<file path="config.mk">
export PLATFORM = sky130hd
export DESIGN_NAME = instr_align_buffer
export DESIGN_NICKNAME = d
export VERILOG_FILES = /design/src/rtl/femto_pkg.sv /design/src/rtl/instr_align_buffer.sv
export SDC_FILE = /design/constraint.sdc
export NUM_CORES = 1
export LEC_CHECK = 0
export ABC_AREA = 1
export BUFFER_PORTS_ARGS = -buffer_cell sky130_fd_sc_hd__buf_2
export CORE_MARGIN = 2
export CORE_UTILIZATION = 50
export CTS_BUF_LIST = sky130_fd_sc_hd__clkbuf_4 sky130_fd_sc_hd__clkbuf_8 sky130_fd_sc_hd__clkbuf_16
export DETAILED_ROUTE_END_ITERATION = 8
export GPL_TIMING_DRIVEN = 0
export PLACE_DENSITY = 0.77
export SLEW_MARGIN = 25
export SYNTH_ARGS = -nofsm -noshare
export SYNTH_HDL_FRONTEND = slang
export SYNTH_SLANG_ARGS = --single-unit
</file>
<file path="constraint.sdc">
create_clock -name clk -period 3.4 [get_ports clk]
set_clock_uncertainty 0.15 [all_clocks]
set_input_delay 0.85 -clock clk [delete_from_list [all_inputs] [get_ports clk]]
set_output_delay 0.85 -clock clk [all_outputs]
set_load 0.05 [all_outputs]
</file>
<file path="src/rtl/femto_pkg.sv">
// femto_pkg: constants shared by the fetch-side blocks.
package femto_pkg;
    localparam logic [31:0] RESET_PC = 32'h0000_1000;
    localparam int HW_W = 16;
    localparam logic [1:0] LEN32 = 2'b11;
endpackage

</file>
<file path="src/rtl/instr_align_buffer.sv">
// instr_align_buffer: halfword FIFO that reassembles 16/32-bit instructions from fetch words.
module instr_align_buffer
    import femto_pkg::*;
#(
    parameter int DEPTH_HW = 4,
    parameter logic [31:0] RESET_PC = femto_pkg::RESET_PC
) (
    input  logic                        clk,
    input  logic                        rst,
    input  logic                        clr,
    input  logic [31:0]                 clr_pc,
    input  logic                        in_req,
    input  logic                        in_16bit,
    input  logic [31:0]                 in,
    output logic [$clog2(DEPTH_HW):0]   vacant_hw,
    output logic                        out_vld,
    input  logic                        out_rdy,
    output logic [31:0]                 out,
    output logic [31:0]                 out_pc,
    output logic                        out_c,
    output logic                        ovf_err
);
    localparam int AW = $clog2(DEPTH_HW);
    localparam logic [AW:0] DP = (AW+1)'(DEPTH_HW);
    typedef logic [HW_W-1:0] hw_t;

    // Pointer increment with wrap; DEPTH_HW need not be a power of two.
    function automatic logic [AW-1:0] ptr_add(input logic [AW-1:0] p, input logic [1:0] n);
        logic [AW:0] s;
        s = {1'b0, p} + {{(AW-1){1'b0}}, n};
        s = (s >= DP) ? s - DP : s;
        return s[AW-1:0];
    endfunction

    function automatic logic [AW:0] ext(input logic [1:0] n);
        return {{(AW-1){1'b0}}, n};
    endfunction

    hw_t           mem_q [DEPTH_HW];
    logic [AW-1:0] rd_q, rd_d, wr_q, wr_d;
    logic [AW:0]   cnt_q, cnt_d, vac;
    logic [31:0]   pc_q, pc_d;
    logic          skip_q, skip_d, ovf_q, ovf_d;
    hw_t           h0, h1, lo;
    logic          is32, pop, acc, drop;
    logic [1:0]    psh_n, pop_n;
    logic          unused_clr_pc0;

    assign unused_clr_pc0 = clr_pc[0];

    always_comb begin
        h0 = mem_q[rd_q];
        h1 = mem_q[ptr_add(rd_q, 2'd1)];
        is32 = h0[1:0] == LEN32;
        vac = DP - cnt_q;
        out_vld = (cnt_q != '0) && !(is32 && cnt_q == ext(2'd1));
        pop_n = is32 ? 2'd2 : 2'd1;
        pop = out_vld && out_rdy;
        // A pending skip turns the next 32-bit fetch into a single upper halfword.
        psh_n = (in_16bit || skip_q) ? 2'd1 : 2'd2;
        drop = in_req && (ext(psh_n) > vac);
        acc = in_req && !drop;
        lo = (skip_q && !in_16bit) ? in[31:16] : in[15:0];
        rd_d = clr ? '0 : pop ? ptr_add(rd_q, pop_n) : rd_q;
        wr_d = clr ? '0 : acc ? ptr_add(wr_q, psh_n) : wr_q;
        cnt_d = clr ? '0 : cnt_q + (acc ? ext(psh_n) : '0) - (pop ? ext(pop_n) : '0);
        pc_d = clr ? {clr_pc[31:1], 1'b0} : pop ? pc_q + (is32 ? 32'd4 : 32'd2) : pc_q;
        skip_d = clr ? clr_pc[1] : acc ? 1'b0 : skip_q;
        ovf_d = !clr && (ovf_q || drop);
    end

    assign vacant_hw = vac;
    assign out = is32 ? {h1, h0} : {16'h0, h0};
    assign out_c = !is32;
    assign out_pc = pc_q;
    assign ovf_err = ovf_q;

    always_ff @(posedge clk) begin
        if (!rst && !clr && acc) begin
            mem_q[wr_q] <= lo;
            if (psh_n == 2'd2) mem_q[ptr_add(wr_q, 2'd1)] <= in[31:16];
        end
    end

    always_ff @(posedge clk) begin
        if (rst) begin
            rd_q   <= '0;
            wr_q   <= '0;
            cnt_q  <= '0;
            pc_q   <= RESET_PC;
            skip_q <= RESET_PC[1];
            ovf_q  <= 1'b0;
        end else begin
            rd_q   <= rd_d;
            wr_q   <= wr_d;
            cnt_q  <= cnt_d;
            pc_q   <= pc_d;
            skip_q <= skip_d;
            ovf_q  <= ovf_d;
        end
    end
endmodule
</file>
==> results of run 1 <==
## critical path, cell delays in order (launching register included)
cell and delay (ns):
sky130_fd_sc_hd__dfxtp_1 0.40, sky130_fd_sc_hd__nand2_1 0.08, sky130_fd_sc_hd__clkinv_1 0.20, sky130_fd_sc_hd__clkbuf_1 0.52, sky130_fd_sc_hd__nand2_1 0.10, sky130_fd_sc_hd__a31oi_1 0.33, sky130_fd_sc_hd__buf_2 0.33
## logic make-up after synthesis
kind of cell             after synthesis  synth area share, %
AO/OA/AOI/OAI                        181                14.30
XOR/XNOR                              11                1.418
adder cells (fa/ha/maj)               11                2.357
buffers and inverters                109                7.051
flip-flops                           106                40.65
multiplexers                          16                2.356
other                                  1              0.05518
AND/OR/NAND/NOR                      519                31.81
## sequential cells by signal (all words and copies together), names as in the netlist, named ones only
register and count:
mem_q 64, out_pc 31, cnt_q 3, rd_q 2
wr_q 2, ovf_err 1, skip_q 1
## worst paths after layout
check                                 end  depth (start not counted)
setup / recovery                  out[31]                          6
hold / removal         ovf_err$_SDFF_PP0_                          2
setup reg to reg  out_pc[29]$_SDFFE_PP0P_                         17
hold reg to reg        ovf_err$_SDFF_PP0_                          2
## power breakdown
| group | switching [mW] | leakage [nW] | internal [mW] |
|---|---|---|---|
| logic | 0.956 | 2.39 | 0.352 |
| registers | 0.0773 | 0.923 | 1.45 |
| clock network | 0.503 | 0.122 | 0.500 |
## metrics by stage
stage	power (mW)	instances	hold WS [ns]	TNS (ns)	util [%]
2_1_floorplan	2.485	954	0.3056	0	-
3_3_place_gp	2.812	1266	0.2933	-22.44	58.13
3_5_place_dp	2.841	1269	0.2974	-0.3755	58.50
4_1_cts	3.818	1284	0.3104	0	60.63
5_1_grt	3.992	1285	0.3253	0	60.87
6_report	3.838	1285	0.3025	0	60.87
## per-layer routing
metal	track usage, %	up-vias	wire (um)
met5	0	-	0
met4	14.03	0	618
met3	4.670	65	1917
met2	46.93	389	9704
met1	37.54	3198	8505
li1	-	3467	-
## cell usage after synthesis, types with 2 or more instances
cell and n:
sky130_fd_sc_hd__inv_1 53, sky130_fd_sc_hd__nand2_4 2, sky130_fd_sc_hd__buf_4 7, sky130_fd_sc_hd__nand3_1 61, sky130_fd_sc_hd__nand3b_1 4, sky130_fd_sc_hd__a21oi_1 49
sky130_fd_sc_hd__nand4_1 3, sky130_fd_sc_hd__o21ai_1 11, sky130_fd_sc_hd__nor2_4 6, sky130_fd_sc_hd__clkinv_1 2, sky130_fd_sc_hd__nand2_1 335, sky130_fd_sc_hd__nor2_1 93
sky130_fd_sc_hd__nand2_2 5, sky130_fd_sc_hd__xnor2_1 2, sky130_fd_sc_hd__o21ai_0 81, sky130_fd_sc_hd__o22ai_1 16, sky130_fd_sc_hd__xor2_1 9, sky130_fd_sc_hd__edfxtp_1 64
sky130_fd_sc_hd__o21bai_1 3, sky130_fd_sc_hd__inv_2 4, sky130_fd_sc_hd__nor2_2 3, sky130_fd_sc_hd__clkbuf_1 23, sky130_fd_sc_hd__fa_1 3, sky130_fd_sc_hd__buf_2 17
sky130_fd_sc_hd__or2_2 3, sky130_fd_sc_hd__ha_1 8, sky130_fd_sc_hd__a31oi_1 16, sky130_fd_sc_hd__nand3_2 2, sky130_fd_sc_hd__buf_6 3, sky130_fd_sc_hd__dfxtp_1 42
sky130_fd_sc_hd__mux2i_1 16, sky130_fd_sc_hd__o211ai_1 2
## final cells by class
class                           instances  area, um2  share of cell area (%)
Multi-Input combinational cell        739       3583                   44.45
Inverter                               59      221.5                   2.747
Clock buffer                            9      225.2                   2.794
Buffer                                 49      274.0                   3.399
Tap cell                              176      220.2                   2.732
Clock inverter                          7      51.30                  0.6363
Sequential cell                       106       2764                   34.29
Timing Repair Buffer                  140      721.9                   8.955
## repair_timing
item,CTS,global route
endpoints found under the setup margin,19,31
pin swaps,0,2
resized for setup,4,18
buffers inserted,0,1
==> impl_summary.log, run 1 <==
[metrics] run status: finished clean
[metrics] Clock H-tree levels: 3
[metrics] final setup violation count: 0
[metrics] TritonCTS sink count: 106
[metrics] Syn-to-layout area delta: 18.61%
[metrics] unrepaired setup endpoints after global routing: no
[metrics] largest net degree at the start of global routing: 19
[metrics] TritonCTS clock tree: built
[metrics] largest voltage drop on the vdd net: 0.0003262 V
[metrics] final estimated routing congestion in global placement: 0.9520
[metrics] Post-CTS Hold Fix Bufs: 0
[metrics] DIE AREA: 0.01454 mm2
[metrics] area fraction of the dominant cell type after synthesis: 28.28%
[metrics] count of state elements after synthesis: 106
[metrics] remaining global-route overflow: 0
[metrics] count of mapped cells out of synthesis: 954
[metrics] kind of end point of the critical path: primary output
[metrics] dpl ws: -0.1331 ns
[metrics] clock-pin slew of the registers on the worst-case setup and hold paths: 0.07 ns
[metrics] worst setup path startpoint: rd_q[0]$_SDFFE_PP0N_
[metrics] Std-Cell Core Area: 0.01324 mm2
[metrics] cell area reported after detailed placement: 0.007747 mm2
[metrics] top library cells by usage in the layout, fill and taps aside: sky130_fd_sc_hd__nand2_1, sky130_fd_sc_hd__buf_2, sky130_fd_sc_hd__nor2_1
[metrics] net count of the finished layout: ~1200
[metrics] Worst Tran Pin Value: 0.9523 ns
[metrics] Die Y: 120.6 um
[metrics] global-route wire length before repair: between 30000 and 40000 um
[metrics] setup slack on the worst flop-to-flop path: 0.29 ns
[metrics] share of synthesized registers carrying an async set or reset: 0%
[metrics] via-per-instance ratio: 5.540
[metrics] global router's overall resource usage: 28.89%
[metrics] count of unique library cells instantiated by Yosys: 38
[metrics] number of global-route vias before repair: 6723
[metrics] max-capacitance violation count: 0
[metrics] drt pass-1 iters: 6
[metrics] startpoint type of the worst setup path: register
[metrics] standard-cell rows: 42
[metrics] count of pins on the block boundary: 140
[metrics] root buffer cell: sky130_fd_sc_hd__clkbuf_16
[metrics] Total Wirelength: 20750 um
[metrics] Hold Violations, Final: 0
[metrics] number of CTS-inserted buffers: 9
[metrics] worst path required time: 2.40 ns
[metrics] Initial DRC Count: 749
[metrics] final routed DRC violation total: 0
[metrics] dominant cell type by area after synthesis: sky130_fd_sc_hd__edfxtp_1
[metrics] sequential cell area fraction in the yosys report: 40.65%
[metrics] cell area after synthesis: 0.006797 mm2
[metrics] synthesized netlist net count: 1035
[metrics] path type of the worst min-delay path: register to register
[metrics] Mapped Avg Cell Area: 7.124 um2
[metrics] insertion delay of the later-clocked pin in the worst-skew pair: 0.35 ns
[metrics] PortBufs: 136
[metrics] number of buffers on the longest clock path: 2
[metrics] Synth area leaders: sky130_fd_sc_hd__edfxtp_1, sky130_fd_sc_hd__nand2_1, sky130_fd_sc_hd__dfxtp_1, sky130_fd_sc_hd__o21ai_0, sky130_fd_sc_hd__nor2_1
[metrics] post-detailed-placement half-perimeter wirelength: 15060 um
[metrics] count of flip-flops with a built-in enable after synthesis: 64
[metrics] type of the setup path with the least slack: register to primary output
[metrics] filler cell count: 1256
[metrics] Power per Cell Area: 476.1 mW/mm2
[metrics] initial antenna violation count: 0
[metrics] CP Max Fanout: 10
[metrics] average detailed-routed wire length per instance: 16.14 um
[metrics] startpoint of the worst hold path: ovf_err$_SDFF_PP0_
[metrics] Synth Flop Type: sky130_fd_sc_hd__edfxtp_1
[metrics] ANT cells: 0
[metrics] initial standard-cell utilization of the core: ~50%
[metrics] width of the chip: 120.6 um
[metrics] most common library cell in the layout ignoring fill and taps: sky130_fd_sc_hd__nand2_1
[metrics] Peak Freq: 302.3 MHz
[metrics] YS warnings: 0
[metrics] routed vias: 7119
[metrics] final worst-path setup slack: 0.09213 ns
[metrics] ratio of cells with drive above 1 in the final layout: 20.02%
[metrics] Post-Layout Inst Area: ~0.0081 mm2
[metrics] minimum clock period after layout: 3.308 ns
[metrics] critical path arrival: 2.31 ns
[metrics] relative slew slack: 36.36%
[metrics] count of nets left with antenna violations after detail routing: 0
[metrics] standby leakage power: 3.439 nW
[metrics] Final Max Tran Viols: 0
[metrics] fraction of the cycle the final worst path needs: 97.29%
Note: power is estimated with default switching activity, not from simulation.
==> run 2, diff against run 1 <==
--- a/config.mk
+++ b/config.mk
@@ -8,11 +8,11 @@
 export ABC_AREA = 1
 export BUFFER_PORTS_ARGS = -buffer_cell sky130_fd_sc_hd__buf_2
 export CORE_MARGIN = 2
-export CORE_UTILIZATION = 50
+export CORE_UTILIZATION = 55
 export CTS_BUF_LIST = sky130_fd_sc_hd__clkbuf_4 sky130_fd_sc_hd__clkbuf_8 sky130_fd_sc_hd__clkbuf_16
 export DETAILED_ROUTE_END_ITERATION = 8
 export GPL_TIMING_DRIVEN = 0
-export PLACE_DENSITY = 0.77
+export PLACE_DENSITY = 0.87
 export SLEW_MARGIN = 25
 export SYNTH_ARGS = -nofsm -noshare
 export SYNTH_HDL_FRONTEND = slang
==> constraint.sdc (replaced) <==
create_clock -name clk -period 3.1 [get_ports clk]
set_clock_uncertainty 0.15 [all_clocks]
set_input_delay 0.775 -clock clk [delete_from_list [all_inputs] [get_ports clk]]
set_output_delay 0.775 -clock clk [all_outputs]
set_load 0.05 [all_outputs]
==> run 2 against run 1 <==
- combinational power is 16% higher
- hold slack better by 0.0033 ns
- cell count increased by 0.54%
- worst setup slack worse by 0.043 ns
- flip-flop and latch count unchanged
- die area is 8.8% lower
- first-iteration DRC count up 35%
- sequential share of layout area decreased by 0.85 points
- register-to-register slack got worse by 0.16 ns
==> impl_summary.log, run 2 (synthesized netlist as in run 1, its figures left out) <==
[metrics] run status: finished clean (unchanged)
[metrics] gate family responsible for the most delay along the worst path: buffers and inverters (unchanged)
[metrics] Worst Tran Pin Value: 0.7069 ns (was 0.9523 ns)
[metrics] initial standard-cell utilization of the core: 56.35% (was 51.32%)
[metrics] post-layout total power: 4.401 mW (was 3.838 mW)
[metrics] fraction of the cycle the final worst path needs: 98.42%
[metrics] clock network fraction of total power: 27.3% (was 26.1%)
[metrics] minimum clock period after layout: 3.051 ns
[metrics] largest net degree at the start of global routing: 19 (unchanged)
[metrics] cell area reported after detailed placement: 0.007754 mm2 (was 0.007747 mm2)
[metrics] post-route insts no fill: 1292 (was 1285)
[metrics] standard-cell rows: 40 (was 42)
[metrics] post-detailed-placement half-perimeter wirelength: 15170 um (was 15060 um)
[metrics] most common library cell in the layout ignoring fill and taps: sky130_fd_sc_hd__nand2_1 (unchanged)
[metrics] Clock H-tree levels: 3 (unchanged)
[metrics] final estimated routing congestion in global placement: 0.9723 (was 0.9520)
[metrics] FF/Latch Area: 0.002765 mm2 (was 0.002764 mm2)
[metrics] design internal power: 2.666 mW (was 2.302 mW)
[metrics] final routed DRC violation total: 0 (unchanged)
[metrics] critical path arrival: 2.13 ns (was 2.31 ns)
[metrics] number of buffers on the longest clock path: 2 (unchanged)
[metrics] count of nets left with antenna violations after detail routing: 0 (unchanged)
[metrics] Std-Cell Core Area: 0.01206 mm2 (was 0.01324 mm2)
[metrics] routed vias: 7298 (was 7119)
[metrics] worst reg2reg endpoint: cnt_q[2]$_SDFF_PP0_ (was out_pc[29]$_SDFFE_PP0P_)
[metrics] ratio of cells with drive above 1 in the final layout: 22.33% (was 20.02%)
[metrics] relative slew slack: 52.88% (was 36.36%)
[metrics] combinational share of power: 34.6% (was 34.1%)
[metrics] Initial DRC Count: 1014 (was 749)
[metrics] initial antenna violation count: 0 (unchanged)
[metrics] via-per-instance ratio: 5.649 (was 5.540)
[metrics] number of CTS-inserted buffers: 9 (unchanged)
[metrics] Post-Layout Inst Area: 0.008270 mm2 (was 0.008061 mm2)
[metrics] number of global-route vias before repair: 6767 (was 6723)
[metrics] Final Max Tran Viols: 0 (unchanged)
[metrics] Syn-to-layout area delta: 21.69% (was 18.61%)
[metrics] net count of the finished layout: 1200 (was 1185)
[metrics] setup slack on the worst flop-to-flop path: 0.13 ns (was 0.29 ns)
[metrics] post-placement cell count: 1261 (was 1269)
[metrics] CP Max Fanout: 10 (unchanged)
[metrics] number of flip-flops in the largest register: 64 (unchanged)
[metrics] global-route wire length before repair: 32860 um (was 32800 um)
[metrics] CP bufs+invs: 5 (was 3)
[metrics] average detailed-routed wire length per instance: 16.18 um (was 16.14 um)
[metrics] kind of end point of the critical path: primary output (unchanged)
[metrics] width of the chip: 115.2 um (was 120.6 um)
[metrics] Total Wirelength: 20900 um (was 20750 um)
[metrics] largest stage delay on the critical path: 0.33 ns (was 0.52 ns)
[metrics] final worst hold slack: 0.3058 ns (was 0.3025 ns)
[metrics] CP max-delay cell: sky130_fd_sc_hd__dfxtp_1 (was sky130_fd_sc_hd__clkbuf_1)
[metrics] clock-pin slew of the registers on the worst-case setup and hold paths: 0.07 ns (about the same)
[metrics] switching share of power: 39.43% (was 40.03%)
[metrics] TritonCTS sink count: 106 (unchanged)
[metrics] sequential group share of total power: 38.1% (was 39.8%)
[metrics] DIE AREA: 0.01326 mm2 (was 0.01454 mm2)
[metrics] top library cells by usage in the layout, fill and taps aside: sky130_fd_sc_hd__nand2_1, sky130_fd_sc_hd__buf_2, sky130_fd_sc_hd__nor2_1 (unchanged)
[metrics] startpoint type of the worst setup path: register (unchanged)
[metrics] Die Y: 115.2 um (was 120.6 um)
[metrics] count of pins on the block boundary: 140 (unchanged)
[metrics] list of cells traversed by the critical path: buf_6 > nand2_1 > o21ai_1 > nand2_1 > nand2_4 > nand2_2 > buf_6 > buf_12 > buf_4 > a31oi_1 > buf_4 (was nand2_1 > clkinv_1 > clkbuf_1 > nand2_1 > a31oi_1 > buf_2)
[metrics] TritonCTS clock tree: built (unchanged)
[metrics] worst path required time: 2.17 ns (was 2.40 ns)
[metrics] largest voltage drop on the vdd net: 0.0003165 V (was 0.0003262 V)
[metrics] path type of the worst min-delay path: register to register (unchanged)
[metrics] type of the setup path with the least slack: register to primary output (unchanged)
[metrics] ANT cells: 0 (unchanged)
[metrics] Final Core Density: 68.57% (was 60.87%)
[metrics] worst setup path endpoint: out[30] (was out[31])
[metrics] drt pass-1 iters: 6 (unchanged)
[metrics] Reg2Reg Depth: 14 (was 17)
[metrics] insertion delay of the later-clocked pin in the worst-skew pair: 0.37 ns (was 0.35 ns)
[metrics] max-capacitance violation count: 0 (unchanged)
[metrics] Peak Freq: 327.7 MHz
[metrics] PortBufs: 136 (unchanged)
[metrics] P_sw: 1.735 mW (was 1.536 mW)
[metrics] register with the most flip-flops: mem_q (unchanged)
[metrics] Post-CTS Hold Fix Bufs: 0 (unchanged)
[metrics] Power per Cell Area: 532.2 mW/mm2 (was 476.1 mW/mm2)
[metrics] filler cell count: 951 (was 1256)
[metrics] Hold Violations, Final: 0 (unchanged)
[metrics] standby leakage power: 3.573 nW (was 3.439 nW)
[metrics] remaining global-route overflow: 0 (unchanged)
[metrics] final setup violation count: 0 (unchanged)
[metrics] root buffer cell: sky130_fd_sc_hd__clkbuf_16 (unchanged)
[metrics] number of cells on the critical path: 11 (was 6)
[metrics] global router's overall resource usage: 31.89% (was 28.89%)
[metrics] footprint of the multi-input gates: 0.003631 mm2 (was 0.003583 mm2)
## run 2: layout make-up
cell class,instances,share of cell area [%]
inverter,59,2.723
sequential,106,33.43
tap,168,2.542
timing repair buffer,155,10.21
clock inverter,7,0.9228
clock buffer,9,2.723
buffer,49,3.540
multi-input combinational,739,43.90
## run 2: metal layers
| metal | wire length [um] | global-route usage [%] |
|---|---|---|
| met1 | 8033 | 40.99 |
| met2 | 9714 | 52.59 |
| met3 | 2322 | 5.271 |
| met4 | 831 | 15.34 |
| met5 | 0 | 0 |
## run 2: worst min path at each step
stage                               from                   end  slack [ns]  depth (start not counted)
global placement      ovf_err$_SDFF_PP0_    ovf_err$_SDFF_PP0_        0.29                          2
detailed placement    ovf_err$_SDFF_PP0_    ovf_err$_SDFF_PP0_        0.30                          2
floorplan           wr_q[1]$_SDFFE_PP0N_  wr_q[1]$_SDFFE_PP0N_        0.31                          1
global route          ovf_err$_SDFF_PP0_    ovf_err$_SDFF_PP0_        0.32                          2
CTS                   ovf_err$_SDFF_PP0_    ovf_err$_SDFF_PP0_        0.31                          2
finish                ovf_err$_SDFF_PP0_    ovf_err$_SDFF_PP0_        0.31                          2
## run 2: power groups by stage
| stage | sequential [mW] | combinational, mW | clock (mW) |
|---|---|---|---|
| finish | 1.68 | 1.52 | 1.20 |
| global route | 1.69 | 1.63 | 1.26 |
| CTS | 1.67 | 1.44 | 1.20 |
| detailed placement | 1.70 | 1.41 | 0 |
| global placement | 1.70 | 1.37 | 0 |
| floorplan | 1.82 | 0.917 | 0 |
## run 2: worst reg2reg max path, cell delays in order, from the launching register on
cell and delay (ns):
sky130_fd_sc_hd__dfxtp_1 0.31, sky130_fd_sc_hd__buf_6 0.13, sky130_fd_sc_hd__o211ai_1 0.29, sky130_fd_sc_hd__nand2_4 0.10, sky130_fd_sc_hd__buf_4 0.15, sky130_fd_sc_hd__nand3_2 0.08, sky130_fd_sc_hd__nand3_4 0.11, sky130_fd_sc_hd__inv_1 0.12
sky130_fd_sc_hd__nand2_1 0.06, sky130_fd_sc_hd__inv_1 0.07, sky130_fd_sc_hd__fa_1 0.46, sky130_fd_sc_hd__fa_2 0.43, sky130_fd_sc_hd__xor2_2 0.16, sky130_fd_sc_hd__o21ai_1 0.18, sky130_fd_sc_hd__a21oi_1 0.06
## run 2: stage by stage
stage	worst slack, ns	TNS (ns)
final	0.04884	0
after global routing	-0.002018	-0.002018
after CTS	-0.007537	-0.007537
after detailed placement	-0.2722	-1.894
after global placement	-0.4377	-16.99
after floorplan	0.0009330	0
## run 2: timing repair
item / in CTS / in global routing
pin swaps: 2 / 11
gates resized for setup: 20 / 24
endpoints found under the setup margin: 41 / 36
setup buffers: 1 / 15
==> run 3, diff against run 2 <==
--- a/config.mk
+++ b/config.mk
@@ -8,11 +8,11 @@
 export ABC_AREA = 1
 export BUFFER_PORTS_ARGS = -buffer_cell sky130_fd_sc_hd__buf_2
 export CORE_MARGIN = 2
-export CORE_UTILIZATION = 55
+export CORE_UTILIZATION = 45
 export CTS_BUF_LIST = sky130_fd_sc_hd__clkbuf_4 sky130_fd_sc_hd__clkbuf_8 sky130_fd_sc_hd__clkbuf_16
 export DETAILED_ROUTE_END_ITERATION = 8
 export GPL_TIMING_DRIVEN = 0
-export PLACE_DENSITY = 0.87
+export PLACE_DENSITY = 0.75
 export SLEW_MARGIN = 25
 export SYNTH_ARGS = -nofsm -noshare
 export SYNTH_HDL_FRONTEND = slang
==> run 3 against run 2 <==
- fmax grew 0.26%
- sequential power about the same
- die area up 21%
- cell area is 0.17% higher
- register-to-register slack hardly changed
- combinational power about the same
- hold slack worse by 0.0076 ns
- count of clock-buffer cells in the layout stayed put
- sequential share of layout area decreased by 0.071 points
- clock power about the same
- critical endpoint is now out[16]
- largest cell class unchanged
==> impl_summary.log, run 3 (synthesized netlist as in run 1, its figures left out) <==
[metrics] kind of end point of the critical path: primary output (unchanged)
[metrics] root buffer cell: sky130_fd_sc_hd__clkbuf_16 (unchanged)
[metrics] width of the chip: 126.9 um (was 115.2 um)
[metrics] largest voltage drop on the vdd net: 0.0003190 V (was 0.0003165 V)
[metrics] clock-pin slew of the registers on the worst-case setup and hold paths: 0.07 ns (about the same)
[metrics] initial standard-cell utilization of the core: 46.41% (was 56.35%)
[metrics] gate family responsible for the most delay along the worst path: buffers and inverters (unchanged)
[metrics] ratio of cells with drive above 1 in the final layout: 22.33% (unchanged)
[metrics] fraction of the cycle the final worst path needs: 98.17% (was 98.42%)
[metrics] count of pins on the block boundary: 140 (unchanged)
[metrics] combinational share of power: 34.5% (was 34.6%)
[metrics] CP max-delay cell: sky130_fd_sc_hd__buf_2 (was sky130_fd_sc_hd__dfxtp_1)
[metrics] final routed DRC violation total: 0 (unchanged)
[metrics] Total Wirelength: 21220 um (was 20900 um)
[metrics] Post-CTS Hold Fix Bufs: 0 (unchanged)
[metrics] final estimated routing congestion in global placement: 0.9154 (was 0.9723)
[metrics] post-detailed-placement half-perimeter wirelength: 15260 um (was 15170 um)
[metrics] Std-Cell Core Area: 0.01464 mm2 (was 0.01206 mm2)
[metrics] insertion delay of the later-clocked pin in the worst-skew pair: 0.37 ns (about the same)
[metrics] final worst-path setup slack: 0.05666 ns (was 0.04884 ns)
[metrics] count of nets left with antenna violations after detail routing: 0 (unchanged)
[metrics] top library cells by usage in the layout, fill and taps aside: sky130_fd_sc_hd__nand2_1, sky130_fd_sc_hd__buf_2, sky130_fd_sc_hd__nor2_1 (unchanged)
[metrics] clock network fraction of total power: 26.9% (was 27.3%)
[metrics] initial antenna violation count: 0 (unchanged)
[metrics] Post-Layout Inst Area: 0.008284 mm2 (was 0.008270 mm2)
[metrics] list of cells traversed by the critical path: buf_6 > nand2_1 > o21ai_1 > nand2_1 > nand2_4 > nand2_2 > buf_6 > buf_4 > a31oi_1 > buf_2 (was buf_6 > nand2_1 > o21ai_1 > nand2_1 > nand2_4 > nand2_2 > buf_6 > buf_12 > buf_4 > a31oi_1 > buf_4)
[metrics] critical path arrival: 2.12 ns (was 2.13 ns)
[metrics] ANT cells: 0 (unchanged)
[metrics] drt pass-1 iters: 5 (was 6)
[metrics] Syn-to-layout area delta: 21.89% (was 21.69%)
[metrics] run status: finished clean (unchanged)
[metrics] dpl ws: -0.4050 ns (was -0.2722 ns)
[metrics] relative slew slack: 49.95% (was 52.88%)
[metrics] type of the setup path with the least slack: register to primary output (unchanged)
[metrics] Hold Violations, Final: 0 (unchanged)
[metrics] path type of the worst min-delay path: register to register (unchanged)
[metrics] max-capacitance violation count: 0 (unchanged)
[metrics] sequential group share of total power: 38.6% (was 38.1%)
[metrics] Final Core Density: 56.57% (was 68.57%)
[metrics] switching share of power: 40.34% (was 39.43%)
[metrics] Reg2Reg Depth: 18 (was 14)
[metrics] average detailed-routed wire length per instance: 16.22 um (was 16.18 um)
[metrics] number of flip-flops in the largest register: 64 (unchanged)
[metrics] Worst Tran Pin Value: 0.7508 ns (was 0.7069 ns)
[metrics] TritonCTS sink count: 106 (unchanged)
[metrics] final setup violation count: 0 (unchanged)
[metrics] standard-cell rows: 44 (was 40)
[metrics] number of global-route vias before repair: 6421 (was 6767)
[metrics] P_sw: 1.750 mW (was 1.735 mW)
[metrics] startpoint type of the worst setup path: register (unchanged)
[metrics] TritonCTS clock tree: built (unchanged)
[metrics] via-per-instance ratio: 5.450 (was 5.649)
[metrics] global router's overall resource usage: 26.29% (was 31.89%)
[metrics] net count of the finished layout: 1200 (unchanged)
[metrics] remaining global-route overflow: 0 (unchanged)
[metrics] number of cells on the critical path: 10 (was 11)
[metrics] Die Y: 126.9 um (was 115.2 um)
[metrics] PortBufs: 136 (unchanged)
[metrics] CP Max Fanout: 8 (was 10)
[metrics] worst path required time: 2.17 ns (about the same)
[metrics] standby leakage power: 3.563 nW (was 3.573 nW)
[metrics] CP bufs+invs: 4 (was 5)
[metrics] most common library cell in the layout ignoring fill and taps: sky130_fd_sc_hd__nand2_1 (unchanged)
[metrics] number of CTS-inserted buffers: 9 (unchanged)
[metrics] Peak Freq: 328.6 MHz (was 327.7 MHz)
[metrics] cell area reported after detailed placement: 0.007774 mm2 (was 0.007754 mm2)
[metrics] register with the most flip-flops: mem_q (unchanged)
[metrics] Power per Cell Area: 523.5 mW/mm2 (was 532.2 mW/mm2)
[metrics] largest stage delay on the critical path: 0.33 ns (about the same)
[metrics] DIE AREA: 0.01610 mm2 (was 0.01326 mm2)
[metrics] minimum clock period after layout: 3.043 ns (was 3.051 ns)
[metrics] number of buffers on the longest clock path: 2 (unchanged)
[metrics] Clock H-tree levels: 3 (unchanged)
[metrics] routed vias: 7128 (was 7298)
[metrics] global-route wire length before repair: 32950 um (was 32860 um)
[metrics] design internal power: 2.587 mW (was 2.666 mW)
[metrics] count of cells along the worst hold path: 2 (unchanged)
[metrics] Initial DRC Count: 798 (was 1014)
[metrics] largest net degree at the start of global routing: 21 (was 19)
[metrics] Final Max Tran Viols: 0 (unchanged)
-- run 3: cell count changes in the layout (fill, tap and decap cells not counted), sizes merged --
cell and delta:
bufinv -1, buf +3, inv +2, clkbuf -3
clkinv -1
-- run 3: layer usage --
layer,up-vias,part of all wire [%],global-route usage (%)
met5,-,0,0
met4,0,2.7,11.18
met3,55,10,4.808
met2,395,48,43.49
met1,3188,39,33.92
li1,3490,-,-
-- run 3: tightest hold or removal path, cell delays in order, from the launching register on --
cell and delay (ns):
sky130_fd_sc_hd__dfxtp_1 0.31, sky130_fd_sc_hd__inv_1 0.04, sky130_fd_sc_hd__a21oi_1 0.05
-- run 3: timing repair --
item,4_1_cts,5_1_grt
hold endpoints to repair,0,0
setup endpoints to repair,45,41
gates resized for setup,22,17
buffers inserted,4,13
pin swaps,3,7
-- run 3: cell type report --
cell class	instances	area, um2
clock inverter	7	70.07
tap	184	230.2
fill	1397	6360
multi-input combinational	739	3626
sequential	106	2764
inverter	59	222.7
clock buffer	9	225.2
timing repair buffer	155	855.8
buffer	49	290.3
-- run 3: power groups by stage --
stage | combinational [mW] | clock, mW | sequential (mW)
final | 1.50 | 1.17 | 1.67
after global routing | 1.60 | 1.22 | 1.69
after CTS | 1.45 | 1.16 | 1.67
after detailed placement | 1.43 | 0 | 1.70
after global placement | 1.40 | 0 | 1.70
after floorplan | 0.917 | 0 | 1.82
-- run 3: final timing paths --
path,slack (ns),from,to
setup / recovery,0.06,register,out[16]
hold / removal,0.30,ovf_err$_SDFF_PP0_,ovf_err$_SDFF_PP0_
setup reg to reg,0.13,register,out_pc[19]$_SDFFE_PP0P_
hold reg to reg,0.30,ovf_err$_SDFF_PP0_,ovf_err$_SDFF_PP0_
-- run 3: per-stage QoR --
step	instances	hold slack [ns]	setup TNS (ns)	power, mW
global placement	1274	0.2946	-31.48	3.102
CTS	1296	0.3043	-0.001195	4.282
finish	1308	0.2982	0	4.337
floorplan	954	0.3056	0	2.732
detailed placement	1276	0.2927	-4.577	3.131
global route	1308	0.3406	-0.01658	4.503
